File: config.mk
export PLATFORM = sky130hd
export DESIGN_NAME = colparity_ctrl_flat
export DESIGN_NICKNAME = d
export VERILOG_FILES = /design/src/rtl/colparity_ctrl_if.sv /design/src/rtl/colparity_ctrl.sv /design/src/flat_wrapper.sv
export SDC_FILE = /design/constraint.sdc
export NUM_CORES = 1
export LEC_CHECK = 0
export ABC_AREA = 0
export BUFFER_PORTS_ARGS = -buffer_cell sky130_fd_sc_hd__buf_4
export CORE_MARGIN = 2
export CORE_UTILIZATION = 52
export DETAILED_ROUTE_END_ITERATION = 10
export PLACE_DENSITY = 0.77
export SLEW_MARGIN = 20
export SYNTH_ARGS = -nofsm -noshare
export SYNTH_HDL_FRONTEND = slang
export SYNTH_SLANG_ARGS = --single-unit
File: constraint.sdc
create_clock -name clk -period 1.8 [get_ports clk]
set_clock_uncertainty 0.1 [all_clocks]
set_input_delay 0.09 -clock clk [delete_from_list [all_inputs] [get_ports clk]]
set_output_delay 0.09 -clock clk [all_outputs]
set_load 0.02 [all_outputs]
File: src/rtl/colparity_ctrl_if.sv
// rtl/colparity_ctrl_if.sv - lane memory, accumulator and parity output bus of the column-parity sequencer
interface colparity_ctrl_if #(
  parameter int ADDR_W = 5,
  parameter int COL_W  = 3
);
  logic              mem_rd_en;
  logic [ADDR_W-1:0] mem_addr;
  logic              acc_clr;
  logic              acc_en;
  logic [COL_W-1:0]  acc_col;
  logic              out_valid;
  logic              out_ready;
  logic [COL_W-1:0]  out_col;

  modport master (
    output mem_rd_en,
    output mem_addr,
    output acc_clr,
    output acc_en,
    output acc_col,
    output out_valid,
    output out_col,
    input  out_ready
  );

  modport slave (
    input  mem_rd_en,
    input  mem_addr,
    input  acc_clr,
    input  acc_en,
    input  acc_col,
    input  out_valid,
    input  out_col,
    output out_ready
  );
endinterface

File: src/rtl/colparity_ctrl.sv
// rtl/colparity_ctrl.sv - sequencer clearing, filling and draining the five column parity accumulators
module colparity_ctrl #(
  parameter int NUM_COLS = 5,
  parameter int NUM_ROWS = 5,
  parameter int ADDR_W   = 5,
  parameter int COL_W    = 3
) (
  input  logic                clk,
  input  logic                rst,
  input  logic                start,
  output logic                busy,
  output logic                done,
  colparity_ctrl_if.master    dp
);

  localparam logic [ADDR_W-1:0] LAST_LANE = ADDR_W'(NUM_ROWS * NUM_COLS - 1);
  localparam logic [COL_W-1:0]  LAST_COL  = COL_W'(NUM_COLS - 1);

  typedef enum logic [2:0] {
    S_IDLE,
    S_CLEAR,
    S_READ,
    S_DRAIN,
    S_WRITE,
    S_DONE
  } state_t;

  state_t            state_q, state_d;
  logic [ADDR_W-1:0] lane_q, lane_d;
  logic [COL_W-1:0]  col_q, col_d;
  logic              acc_en_q;
  logic [COL_W-1:0]  acc_col_q;

  // acc_en/acc_col trail the read strobe by one stage to match the 1-cycle memory latency
  always_ff @(posedge clk or negedge rst) begin
    if (!rst) begin
      state_q   <= S_IDLE;
      lane_q    <= '0;
      col_q     <= '0;
      acc_en_q  <= 1'b0;
      acc_col_q <= '0;
    end else begin
      state_q   <= state_d;
      lane_q    <= lane_d;
      col_q     <= col_d;
      acc_en_q  <= (state_q == S_READ);
      acc_col_q <= (state_q == S_READ) ? col_q : '0;
    end
  end

  // col_q doubles as the output word index once the reads are finished
  always_comb begin
    state_d = state_q;
    lane_d  = lane_q;
    col_d   = col_q;
    case (state_q)
      S_IDLE: begin
        if (start) state_d = S_CLEAR;
      end
      S_CLEAR: begin
        lane_d  = '0;
        col_d   = '0;
        state_d = S_READ;
      end
      S_READ: begin
        lane_d = lane_q + 1'b1;
        col_d  = (col_q == LAST_COL) ? '0 : col_q + 1'b1;
        if (lane_q == LAST_LANE) begin
          lane_d  = '0;
          state_d = S_DRAIN;
        end
      end
      S_DRAIN: begin
        col_d   = '0;
        state_d = S_WRITE;
      end
      S_WRITE: begin
        if (dp.out_ready) begin
          if (col_q == LAST_COL) begin
            col_d   = '0;
            state_d = S_DONE;
          end else begin
            col_d = col_q + 1'b1;
          end
        end
      end
      S_DONE: begin
        state_d = S_IDLE;
      end
      default: begin
        lane_d  = '0;
        col_d   = '0;
        state_d = S_IDLE;
      end
    endcase
  end

  assign busy         = (state_q != S_IDLE);
  assign done         = (state_q == S_DONE);
  assign dp.mem_rd_en = (state_q == S_READ);
  assign dp.mem_addr  = (state_q == S_READ) ? lane_q : '0;
  assign dp.acc_clr   = (state_q == S_CLEAR);
  assign dp.acc_en    = acc_en_q;
  assign dp.acc_col   = acc_col_q;
  assign dp.out_valid = (state_q == S_WRITE);
  assign dp.out_col   = (state_q == S_WRITE) ? col_q : '0;

endmodule
File: src/flat_wrapper.sv
// flat-port wrapper written by rule: the top's interface ports become plain ports
module colparity_ctrl_flat 
#(
  parameter int NUM_COLS = 5,
  parameter int NUM_ROWS = 5,
  parameter int ADDR_W   = 5,
  parameter int COL_W    = 3
)
  (clk, rst, start, busy, done, dp_mem_rd_en, dp_mem_addr, dp_acc_clr, dp_acc_en, dp_acc_col, dp_out_valid, dp_out_col, dp_out_ready);
  colparity_ctrl_if #(.ADDR_W(ADDR_W), .COL_W(COL_W)) dp_i ();
  input  logic clk;
  input  logic rst;
  input  logic start;
  output logic busy;
  output logic done;
  output wire logic [$bits(dp_i.mem_rd_en)-1:0] dp_mem_rd_en;
  output wire logic [$bits(dp_i.mem_addr)-1:0] dp_mem_addr;
  output wire logic [$bits(dp_i.acc_clr)-1:0] dp_acc_clr;
  output wire logic [$bits(dp_i.acc_en)-1:0] dp_acc_en;
  output wire logic [$bits(dp_i.acc_col)-1:0] dp_acc_col;
  output wire logic [$bits(dp_i.out_valid)-1:0] dp_out_valid;
  output wire logic [$bits(dp_i.out_col)-1:0] dp_out_col;
  input wire logic [$bits(dp_i.out_ready)-1:0] dp_out_ready;
  assign dp_mem_rd_en = dp_i.mem_rd_en;
  assign dp_mem_addr = dp_i.mem_addr;
  assign dp_acc_clr = dp_i.acc_clr;
  assign dp_acc_en = dp_i.acc_en;
  assign dp_acc_col = dp_i.acc_col;
  assign dp_out_valid = dp_i.out_valid;
  assign dp_out_col = dp_i.out_col;
  assign dp_i.out_ready = dp_out_ready;
  colparity_ctrl #(.NUM_COLS(NUM_COLS), .NUM_ROWS(NUM_ROWS), .ADDR_W(ADDR_W), .COL_W(COL_W)) u_core (.clk(clk), .rst(rst), .start(start), .busy(busy), .done(done), .dp(dp_i));
endmodule
# After elaboration in Yosys (flattened, before gate mapping)
# Cells that the tools add are included.
# totals
elab_cells,38
output_inout_bits,17
register_bits,15
in_bits,4
# classes
n_eq_ne,11
muxes,13
add_sub_neg,2
n_reduce_logical,6
bitwise,1
# op_table
operator,n
$mux 3,8
$pmux 3 s5,1
$mux 5,2
$pmux 5 s2,1
$eq 3x3->1 const B,3
$pmux 3 s3,1
$eq 3x2->1 const B,2
$ne 2x1->1 const B,3
$add 5x1->5 const B,1
$eq 5x5->1 const B,1
$reduce_and 4->1,1
$reduce_or 4->1,1
$add 3x1->3 const B,1
$eq 3x1->1 const B,1
$logic_not 3->1,1
$reduce_bool 3->1,1
$ne 2x2->1 const B,1
$reduce_and 2->1,1
$reduce_or 2->1,1
$not 1->1,1

# Depth between registers and ports, before layout
# Gate-level depths: netlist of the first run.
# depth
ltp_word,4
ltp_mapped,5
mapped_depth_nobuf,5

# Least setup slack after synthesis of the first run
# Ideal clock, no wire load.
# synth_path
kind,register to output
start,register u_core.state_q[0]
end,output dp_out_col[0]
t_required_ns,1.610
t_arrival_ns,1.295
n_path_buf,1
slack_ns,0.315
stages_incl_launch_ff,4
cell_sequence,dfrtp_1 buf_2 nor3b_2 and2_1
# synth_via
elab_chain_len,2
# synth_rtl
item,line_no,text
from (decl),colparity_ctrl.sv:28,"state_t state_q, state_d;"
from (signal assigned),colparity_ctrl.sv:43,state_q <= state_d;
$eq 3x3->1,n/a,
net dp_out_valid,flat_wrapper.sv:21,output wire logic [$bits(dp_i.out_valid)-1:0] dp_out_valid;
$mux 3,colparity_ctrl.sv:106,assign dp.out_col = (state_q == S_WRITE) ? col_q : '0;
to (decl),flat_wrapper.sv:22,output wire logic [$bits(dp_i.out_col)-1:0] dp_out_col;
# The timed path passes the listed nets, and every way through them passes these cells.

# Worst setup path after layout of the first run
# layout_path
start,register u_core.state_q[0]
end,output dp_out_col[2]
# layout_via
elab_chain_len,2
# layout_rtl
item,line_no
$eq 3x3->1,colparity_ctrl.sv:106
$mux 3,colparity_ctrl.sv:106
# No other way between the ends.

==> results_dict.tcl, run 1 <==
set metrics [dict create \
    combPwrFrac_pct 53.9 \
    portBuffers 20 \
    rsz0062_at_grt "no" \
    slew_violations 0 \
    area_growth_pct 26.6 \
    syn_nets 101 \
    path_class "reg2out" \
    synth-simple-area-share_pct 28.9 \
    diodes 0 \
    vias 792 \
    period_share_pct 93.7 \
    cts.htree.levels 1 \
    arrival_ns 1.50 \
    holdCritStartpoint "start" \
    grt_max_degree 16 \
    synthTopCellsByArea "dfrtp_1 41%, and2_1 6.8%, ha_1 5.4%" \
    grt_remaining_overflow 0 \
    status "finished, final reports clean" \
    wl_per_cell_um 13.8 \
    drc 0 \
    die_w_um 46.0 \
    yosys.area.top_type "dfrtp_1" \
    async_flop_share_pct 100 \
    holdCritPathClass "in2reg" \
    grt_pass1_wl_mm 3.04 \
    hold_violations 0 \
    antenna_found_initial 0 \
    drt_pass1_iterations 4 \
    final_cell_mix "27 x buf_4, 13 x dfrtp_1, 10 x and2_1, 6 x inv_1" \
    syn-cell-area_sq_um 918 \
    synth.avg_cell_area_sq_um 9.88 \
    drive_above_1_share_pct 29.8 \
    critPathTopFamily "flip-flops" \
    drt_iter0_markers 12 \
    place_congestion 0.786 \
    clk_latency_ns 0.28 \
    core_area_sq_um 1690 \
    cts.reportedPaths.clkPinSlew_ns 0.09 \
    worst-path-buf-inv 2 \
    synth_edf_count 0 \
    synth_compound_area_share_pct 15.3 \
    dpl.hpwl_mm 1.40 \
    power.clock.fraction_pct 11.5 \
    synth_xor_area_share_pct 1.91 \
    synth_top_family_by_area "simple AND/OR/NAND/NOR gates" \
    yosysWarnings 0 \
    finalSetupViolCount 0 \
    crit_path_top_delay_cell "dfrtp_2" \
    ir_drop_v 0.00105 \
    rows 15 \
    fmax_mhz 593 \
    power_density_nw_per_um2 1450 \
    track_usage_pct 19.9 \
    seq_power_share_pct 34.6 \
    io_pins 21 \
    clock-sinks 15 \
    wirelength_mm 1.90 \
    worst_setup_path_end_kind "output port" \
    cp_data_required_time_ns 1.61 \
    area.sequential_sq_um 378 \
    fin_tns_setup_ns 0 \
    ys_types 39 \
    crit_top_cell "buf_4" \
    multi_input_area_sq_um 502 \
    maxCapViolCount 0 \
    cts_buffers 3 \
    synth_cells 93 \
    n_fill_cell 135 \
    post-route-util_pct 68.8 \
    vias_per_cell 5.74 \
    maxSlewHeadroom_pct 74.3 \
    synth_top_cell_area_share_pct 40.9 \
    ctsLongestPathBuffers 2 \
    synthAdderAreaFrac_pct 5.45 \
    cpPeakStageDelay_ns 0.48 \
    period_minus_slack_ns 1.69 \
    p_leak_nw 0.559 \
    cp_max_fo 9 \
    p_sw_share_pct 44.1 \
    root_buffer "clkbuf_4" \
    p_sw_w 0.000745 \
    finalNetCount 130 \
    die_y_um 46.0 \
    synth_mux_area_share_pct 2.18 \
    r2r_start "u_core.state_q[0]" \
    reg2reg_slack_ns 0.21 \
    final_common_cell "buf_4" \
    timing.critical_path.from "u_core.state_q[0]" \
    ys_ff_latch 15 \
    first_global_vias 686 \
    intPower_w 0.000943 \
    dieArea_sq_um 2120 \
    tightestPinTransition_ns 0.386 \
    synth_flop_cell "dfrtp_1" \
    start_util_pct 54.4 \
    tritoncts "built" \
    ant_nets 0 \
    synth-seq-area-share_pct 40.9 \
    cp-start-kind "flop" \
    cp_cell_sequence "buf_4 > nor3b_4 > and2_1 > buf_4" \
]
cells in the mapped netlist, types with 2 or more instances:
cell type and instances:
and3_1 2, a211oi_1 2, nor2b_1 2, ha_1 4
nand4b_1 2, a21oi_1 4, nand2b_1 4, nor2_1 3
o2bb2ai_1 2, nand3_1 4, nor3_1 4, dfrtp_1 15
o21ai_1 2, and2_1 10, a22o_1 2, mux2i_1 2
nand2_1 2, inv_1 6
state kept, by name, indices dropped and copies added, names as in the netlist:
register,count
u_core.state_q,3
u_core.dp.acc_en,1
u_core.dp.acc_col,3
u_core.lane_q,5
u_core.col_q,3
worst paths after layout:
check,to,cells after the start
max in group asynchronous,u_core.state_q[1],2
setup reg to reg,u_core.col_q[2],4
min in group asynchronous,u_core.col_q[0],2
hold / removal,u_core.state_q[0],4
setup / recovery,dp_out_col[2],4
hold reg to reg,u_core.col_q[1],1
cell type report:
type / instances / area share [%]
flip-flops and latches: 15 / 32.5
well taps: 17 / 1.83
repair buffers: 28 / 18.3
multi-input cells: 68 / 43.2
inverters: 6 / 1.94
clock buffers: 4 / 2.26
through the flow:
stage | instance area (sq um) | hold WS (ns) | power (W) | setup slack (ns) | instances
floorplan | 918 | -0.306 | 0.00116 | 0.315 | 93
global placement | 1080 | -0.147 | 0.00137 | 0.294 | 128
detailed placement | 1080 | -0.143 | 0.00140 | 0.272 | 128
CTS | 1110 | 0.0732 | 0.00160 | 0.0175 | 133
global route | 1160 | 0.0992 | 0.00182 | 0.00401 | 138
finish | 1160 | 0.0640 | 0.00169 | 0.113 | 138
cells by family (layout without fill, tap and decap cells):
group	Yosys count	after routing
AOI/OAI and AO/OA	19	19
xor gates and xnor gates	2	2
adders and majority gates	4	4
buffers and inverters	10	38
DFF	15	15
muxes	2	2
and+or+nand+nor	41	41
power by group through the flow:
| stage | registers (W) | clock network (W) | logic, W |
|---|---|---|---|
| 2_1_floorplan | 0.000516 | 0 | 0.000647 |
| 3_3_place_gp | 0.000575 | 0 | 0.000798 |
| 3_5_place_dp | 0.000586 | 0 | 0.000817 |
| 4_1_cts | 0.000580 | 0.000198 | 0.000821 |
| 5_1_grt | 0.000606 | 0.000212 | 0.00101 |
| 6_report | 0.000585 | 0.000193 | 0.000910 |
worst reg2reg max path, delay by kind of cell (launching register included):
family	cells	cell delay (ns)
and+or+nand+nor	2	0.48
buffers and inverters	1	0.17
AOI/OAI and AO/OA	1	0.26
DFF	1	0.48
layer usage:
layer	wire length, um	vias up	GRT usage [%]
met4	30	0	8.57
met3	72	4	3.57
met2	868	20	30.3
met1	927	378	27.3
met5	0	-	0
li1	-	390	-
timing repair:
item	4_1_cts	5_1_grt
gates cloned	0	0
setup endpoints to repair	3	8
hold buffers	1	0
gates resized for setup	1	3
endpoints found under the hold margin	15	0
pin swaps	0	2
setup buffers	0	5
No activity file was read; power rests on OpenSTA's default activity.
==> run 2, diff against run 1 <==
--- a/config.mk
+++ b/config.mk
@@ -7,10 +7,12 @@
 export LEC_CHECK = 0
 export ABC_AREA = 0
 export BUFFER_PORTS_ARGS = -buffer_cell sky130_fd_sc_hd__buf_4
+export CELL_PAD_IN_SITES_DETAIL_PLACEMENT = 1
+export CELL_PAD_IN_SITES_GLOBAL_PLACEMENT = 2
 export CORE_MARGIN = 2
-export CORE_UTILIZATION = 52
+export CORE_UTILIZATION = 32
 export DETAILED_ROUTE_END_ITERATION = 10
-export PLACE_DENSITY = 0.77
+export PLACE_DENSITY_LB_ADDON = 0.1
 export SLEW_MARGIN = 20
 export SYNTH_ARGS = -nofsm -noshare
 export SYNTH_HDL_FRONTEND = slang
==> results_dict.tcl, run 2 (synthesized netlist as in run 1, its figures left out) <==
set metrics [dict create \
    drive_above_1_share_pct 29.8 \
    io_pins 21 \
    core_area_sq_um 2730 \
    vias 792 \
    status "finished, final reports clean" \
    dpl.hpwl_mm 1.66 \
    intPower_w 0.000945 \
    timing.critical_path.from "u_core.state_q[2]" \
    holdCritStartpoint "start" \
    ir_drop_v 0.000711 \
    tightestPinTransition_ns 0.326 \
    drt_iter0_markers 17 \
    finalSetupViolCount 0 \
    path_class "reg2out" \
    cp_data_required_time_ns 1.61 \
    maxCapViolCount 0 \
    top_register "u_core.lane_q" \
    combPwrFrac_pct 55.0 \
    cts.reportedPaths.clkPinSlew_ns 0.09 \
    drc 0 \
    grt_pass1_wl_mm 3.78 \
    grt_remaining_overflow 0 \
    vias_per_cell 5.21 \
    min_to "u_core.state_q[0]" \
    track_usage_pct 15.3 \
    worst_setup_path_end_kind "output port" \
    clk_latency_ns 0.29 \
    start_util_pct 33.6 \
    cp-start-kind "flop" \
    fmax_mhz 593 \
    rows 19 \
    die_w_um 57.6 \
    cp_max_fo 14 \
    finalNetCount 130 \
    hold_depth 4 \
    dieArea_sq_um 3310 \
    ctsLongestPathBuffers 2 \
    p_sw_w 0.000789 \
    die_y_um 57.6 \
    portBuffers 20 \
    rsz0062_at_grt "no" \
    timing.rr.end "u_core.lane_q[3]" \
    wirelength_mm 2.38 \
    place_congestion 0.707 \
    clock-sinks 15 \
    wl_per_cell_um 15.6 \
    period_share_pct 93.7 \
    cts.htree.levels 1 \
    drt_pass1_iterations 4 \
    r2r_start "u_core.lane_q[1]" \
    finalHoldWorstSlack_ns 0.0737 \
    power_density_nw_per_um2 1470 \
    rr_worst_depth 5 \
    ant_nets 0 \
    hold_violations 0 \
    p_leak_nw 0.556 \
    antenna_found_initial 0 \
    fin_tns_setup_ns 0 \
    design_area_sq_um 1180 \
    root_buffer "clkbuf_4" \
    seq_power_share_pct 33.4 \
    arrival_ns 1.50 \
    p_sw_share_pct 45.5 \
    power.clock.fraction_pct 11.6 \
    first_global_vias 758 \
    tritoncts "built" \
    final_common_cell "buf_4" \
    diodes 0 \
    grt_max_degree 16 \
    reg2reg_slack_ns 0.26 \
    period_minus_slack_ns 1.69 \
    dpl_cell_area_sq_um 1100 \
    area_growth_pct 28.9 \
    cts_buffers 3 \
    final_cell_mix "26 x buf_4, 12 x dfrtp_1, 10 x and2_1, 6 x inv_1" \
    maxSlewHeadroom_pct 78.1 \
    n_fill_cell 315 \
    largest_reg_flops 5 \
    slew_violations 0 \
    holdCritPathClass "in2reg" \
]
run 2: cell count changes in the layout (fill, tap and decap cells not counted):
cell	delta
dfrtp_2	+1
nand2b_2	-1
nor3b_2	+1
nand2b_1	+1
dfrtp_1	-1
buf_4	-1
run 2: layer usage:
layer	up-vias	track usage [%]	part of all wire, %
met3	4	2.72	3.8
met1	382	21.1	50
met4	0	6.98	1.6
met2	16	23.4	45
li1	390	-	-
met5	-	0	0
run 2: repair_timing:
item	4_1_cts	5_1_grt
hold buffers	1	0
setup buffers	0	3
gates resized for setup	0	4
endpoints found under the setup margin	0	9
hold endpoints to repair	15	0
run 2: cell type report:
| type | count | area, sq um | area share, % |
|---|---|---|---|
| Timing Repair Buffer | 27 | 205 | 17.3 |
| Clock buffer | 4 | 26.3 | 2.22 |
| Sequential cell | 15 | 379 | 32.0 |
| Tap cell | 31 | 38.8 | 3.28 |
| Inverter | 6 | 22.5 | 1.90 |
| Multi-Input combinational cell | 69 | 512 | 43.2 |
run 2: worst max-delay path, stage by stage, from the launching register on:
cell,delay (ns)
dfrtp_2,0.52
nand2b_1,0.31
nor3_1,0.21
buf_4,0.18
run 2: worst max path at each step:
stage / to
detailed placement: u_core.lane_q[3]
floorplan: dp_out_col[0]
CTS: dp_out_col[1]
global placement: u_core.lane_q[3]
finish: dp_mem_addr[1]
global route: dp_mem_addr[1]
run 2: metrics by stage:
stage	worst slack [ns]	total power (W)	utilization, %	std cells
after detailed placement	0.262	0.00144	40.3	143
final	0.113	0.00173	43.3	152
after CTS	0.00256	0.00166	41.6	148
after global routing	0.00424	0.00189	43.3	152
after global placement	0.289	0.00143	40.3	143
after floorplan	0.315	0.00116	-	93
run 2: power by group through the flow:
stage	logic [W]	registers (W)	clock network (W)
2_1_floorplan	0.000647	0.000516	0
3_3_place_gp	0.000866	0.000565	0
3_5_place_dp	0.000873	0.000570	0
4_1_cts	0.000879	0.000563	0.000213
5_1_grt	0.00105	0.000603	0.000233
6_report	0.000954	0.000579	0.000202
==> run 3, diff against run 2 <==
--- a/config.mk
+++ b/config.mk
@@ -17,3 +17,4 @@
 export SYNTH_ARGS = -nofsm -noshare
 export SYNTH_HDL_FRONTEND = slang
 export SYNTH_SLANG_ARGS = --single-unit
+export TNS_END_PERCENT = 30
==> constraint.sdc (replaced) <==
create_clock -name clk -period 1.8 [get_ports clk]
set_clock_uncertainty 0.1 [all_clocks]
set_input_delay 0.09 -clock clk [delete_from_list [all_inputs] [get_ports clk]]
set_output_delay 0.09 -clock clk [all_outputs]
set_load 0.05 [all_outputs]
==> results_dict.tcl, run 3 (synthesized netlist as in run 1, its figures left out) <==
set metrics [dict create \
    status "finished, final reports clean" \
    place_congestion 0.705 \
    slew_violations 0 \
    first_global_vias 808 \
    grt_max_degree 16 \
    fin_ws_ns 0.0778 \
    finalNetCount 136 \
    grt_use_met3_pct 2.95 \
    ant_nets 0 \
    grt.busiest_layer "met2" \
    holdCritPathClass "in2reg" \
    vias_per_cell 5.00 \
    p_leak_nw 0.591 \
    drc 0 \
    grt_pass1_wl_mm 4.02 \
    final_common_cell "buf_4" \
    grt_use_met2_pct 24.5 \
    drt_iter0_markers 19 \
    fmax_mhz 581 \
    io_pins 21 \
    grt_remaining_overflow 0 \
    n_fill_cell 321 \
    top_register "u_core.lane_q" \
    cp_max_fo 13 \
    finalHoldWorstSlack_ns 0.0720 \
    wirelength_mm 2.35 \
    use_met1_pct 21.8 \
    portBuffers 20 \
    antenna_found_initial 0 \
    dpl.hpwl_mm 1.72 \
    multi_input_area_sq_um 500 \
    arrival_ns 1.53 \
    track_usage_pct 16.0 \
    cts_buffers 3 \
    clk_latency_ns 0.29 \
    ctsLongestPathBuffers 2 \
    area.sequential_sq_um 379 \
    start_util_pct 33.6 \
    die_y_um 57.6 \
    cp_data_required_time_ns 1.61 \
    vias 790 \
    power_density_nw_per_um2 1560 \
    cpPeakStageDelay_ns 0.52 \
    power.total_w 0.00193 \
    ir_drop_v 0.00118 \
    maxCapViolCount 0 \
    final_cell_mix "30 x buf_4, 12 x dfrtp_1, 9 x and2_1, 6 x inv_1" \
    drt_pass1_iterations 4 \
    cts.htree.levels 1 \
    hold_violations 0 \
    root_buffer "clkbuf_4" \
    crit_path_top_delay_cell "dfrtp_2" \
    maxSlewHeadroom_pct 79.9 \
    cts.reportedPaths.clkPinSlew_ns 0.10 \
    drive_above_1_share_pct 34.6 \
    finalNonFillerCells 158 \
    die_w_um 57.6 \
    period_minus_slack_ns 1.72 \
    cp_cell_sequence "or3b_1 > inv_1 > buf_4" \
    core_area_sq_um 2730 \
    tritoncts "built" \
    place_ws_ns 0.0978 \
    wl_per_cell_um 14.9 \
    area_growth_pct 34.7 \
    cp-start-kind "flop" \
    tightestPinTransition_ns 0.300 \
    period_share_pct 95.7 \
    worst_setup_path_end_kind "output port" \
    largest_reg_flops 5 \
    rows 19 \
    dieArea_sq_um 3310 \
    dp_cells 145 \
    finalSetupViolCount 0 \
    path_class "reg2out" \
    diodes 0 \
    clock-sinks 15 \
]
-- run 3: worst paths after layout --
path	startpoint	to	slack [ns]	cells after the start
hold / removal	start	u_core.state_q[0]	0.07	4
hold reg to reg	u_core.col_q[1]	u_core.col_q[1]	0.49	1
max in group asynchronous	rst	u_core.state_q[0]	1.31	2
setup / recovery	u_core.state_q[2]	dp_acc_clr	0.08	3
setup reg to reg	u_core.lane_q[0]	u_core.state_q[0]	0.25	6
min in group asynchronous	rst	u_core.lane_q[4]	0.09	2
-- run 3: what timing repair did --
item / CTS / global route
hold buffers: 1 / 0
resized for setup: 3 / 3
pin swaps: 1 / 1
endpoints found under the hold margin: 15 / 0
setup endpoints to repair: 7 / 6
buffers inserted: 2 / 6
-- run 3: worst max-delay path: cells and delay by family (launching register included) --
family	cells	cell delay, ns
buffers and inverters	2	0.27
AND/OR/NAND/NOR	1	0.46
flip-flops	1	0.52
-- run 3: per-layer routing --
layer	wire (um)	vias up
li1	-	400
met1	1170	368
met2	1050	18
met3	95	4
met4	27	0
met5	0	-
-- run 3: report_power, final --
group | total, W | internal [W] | switching, W | leakage [nW]
sequential | 0.000606 | 0.000426 | 0.000180 | 0.199
combinational | 0.00113 | 0.000471 | 0.000661 | 0.374
clock | 0.000197 | 0.0000826 | 0.000114 | 0.0177
-- run 3: cell type report --
class | count | area share (%)
Inverter | 6 | 1.82
Sequential cell | 15 | 30.6
Tap cell | 31 | 3.13
Multi-Input combinational cell | 68 | 40.4
Timing Repair Buffer | 34 | 21.7
Clock buffer | 3 | 1.82
Clock inverter | 1 | 0.404
-- run 3: stage by stage --
stage	cell area [sq um]	setup TNS, ns	util (%)
finish	1240	0	45.3
global route	1240	-0.00609	45.3
detailed placement	1120	0	41.1
floorplan	926	-0.802	-
CTS	1180	0	43.2
global placement	1120	0	41.1
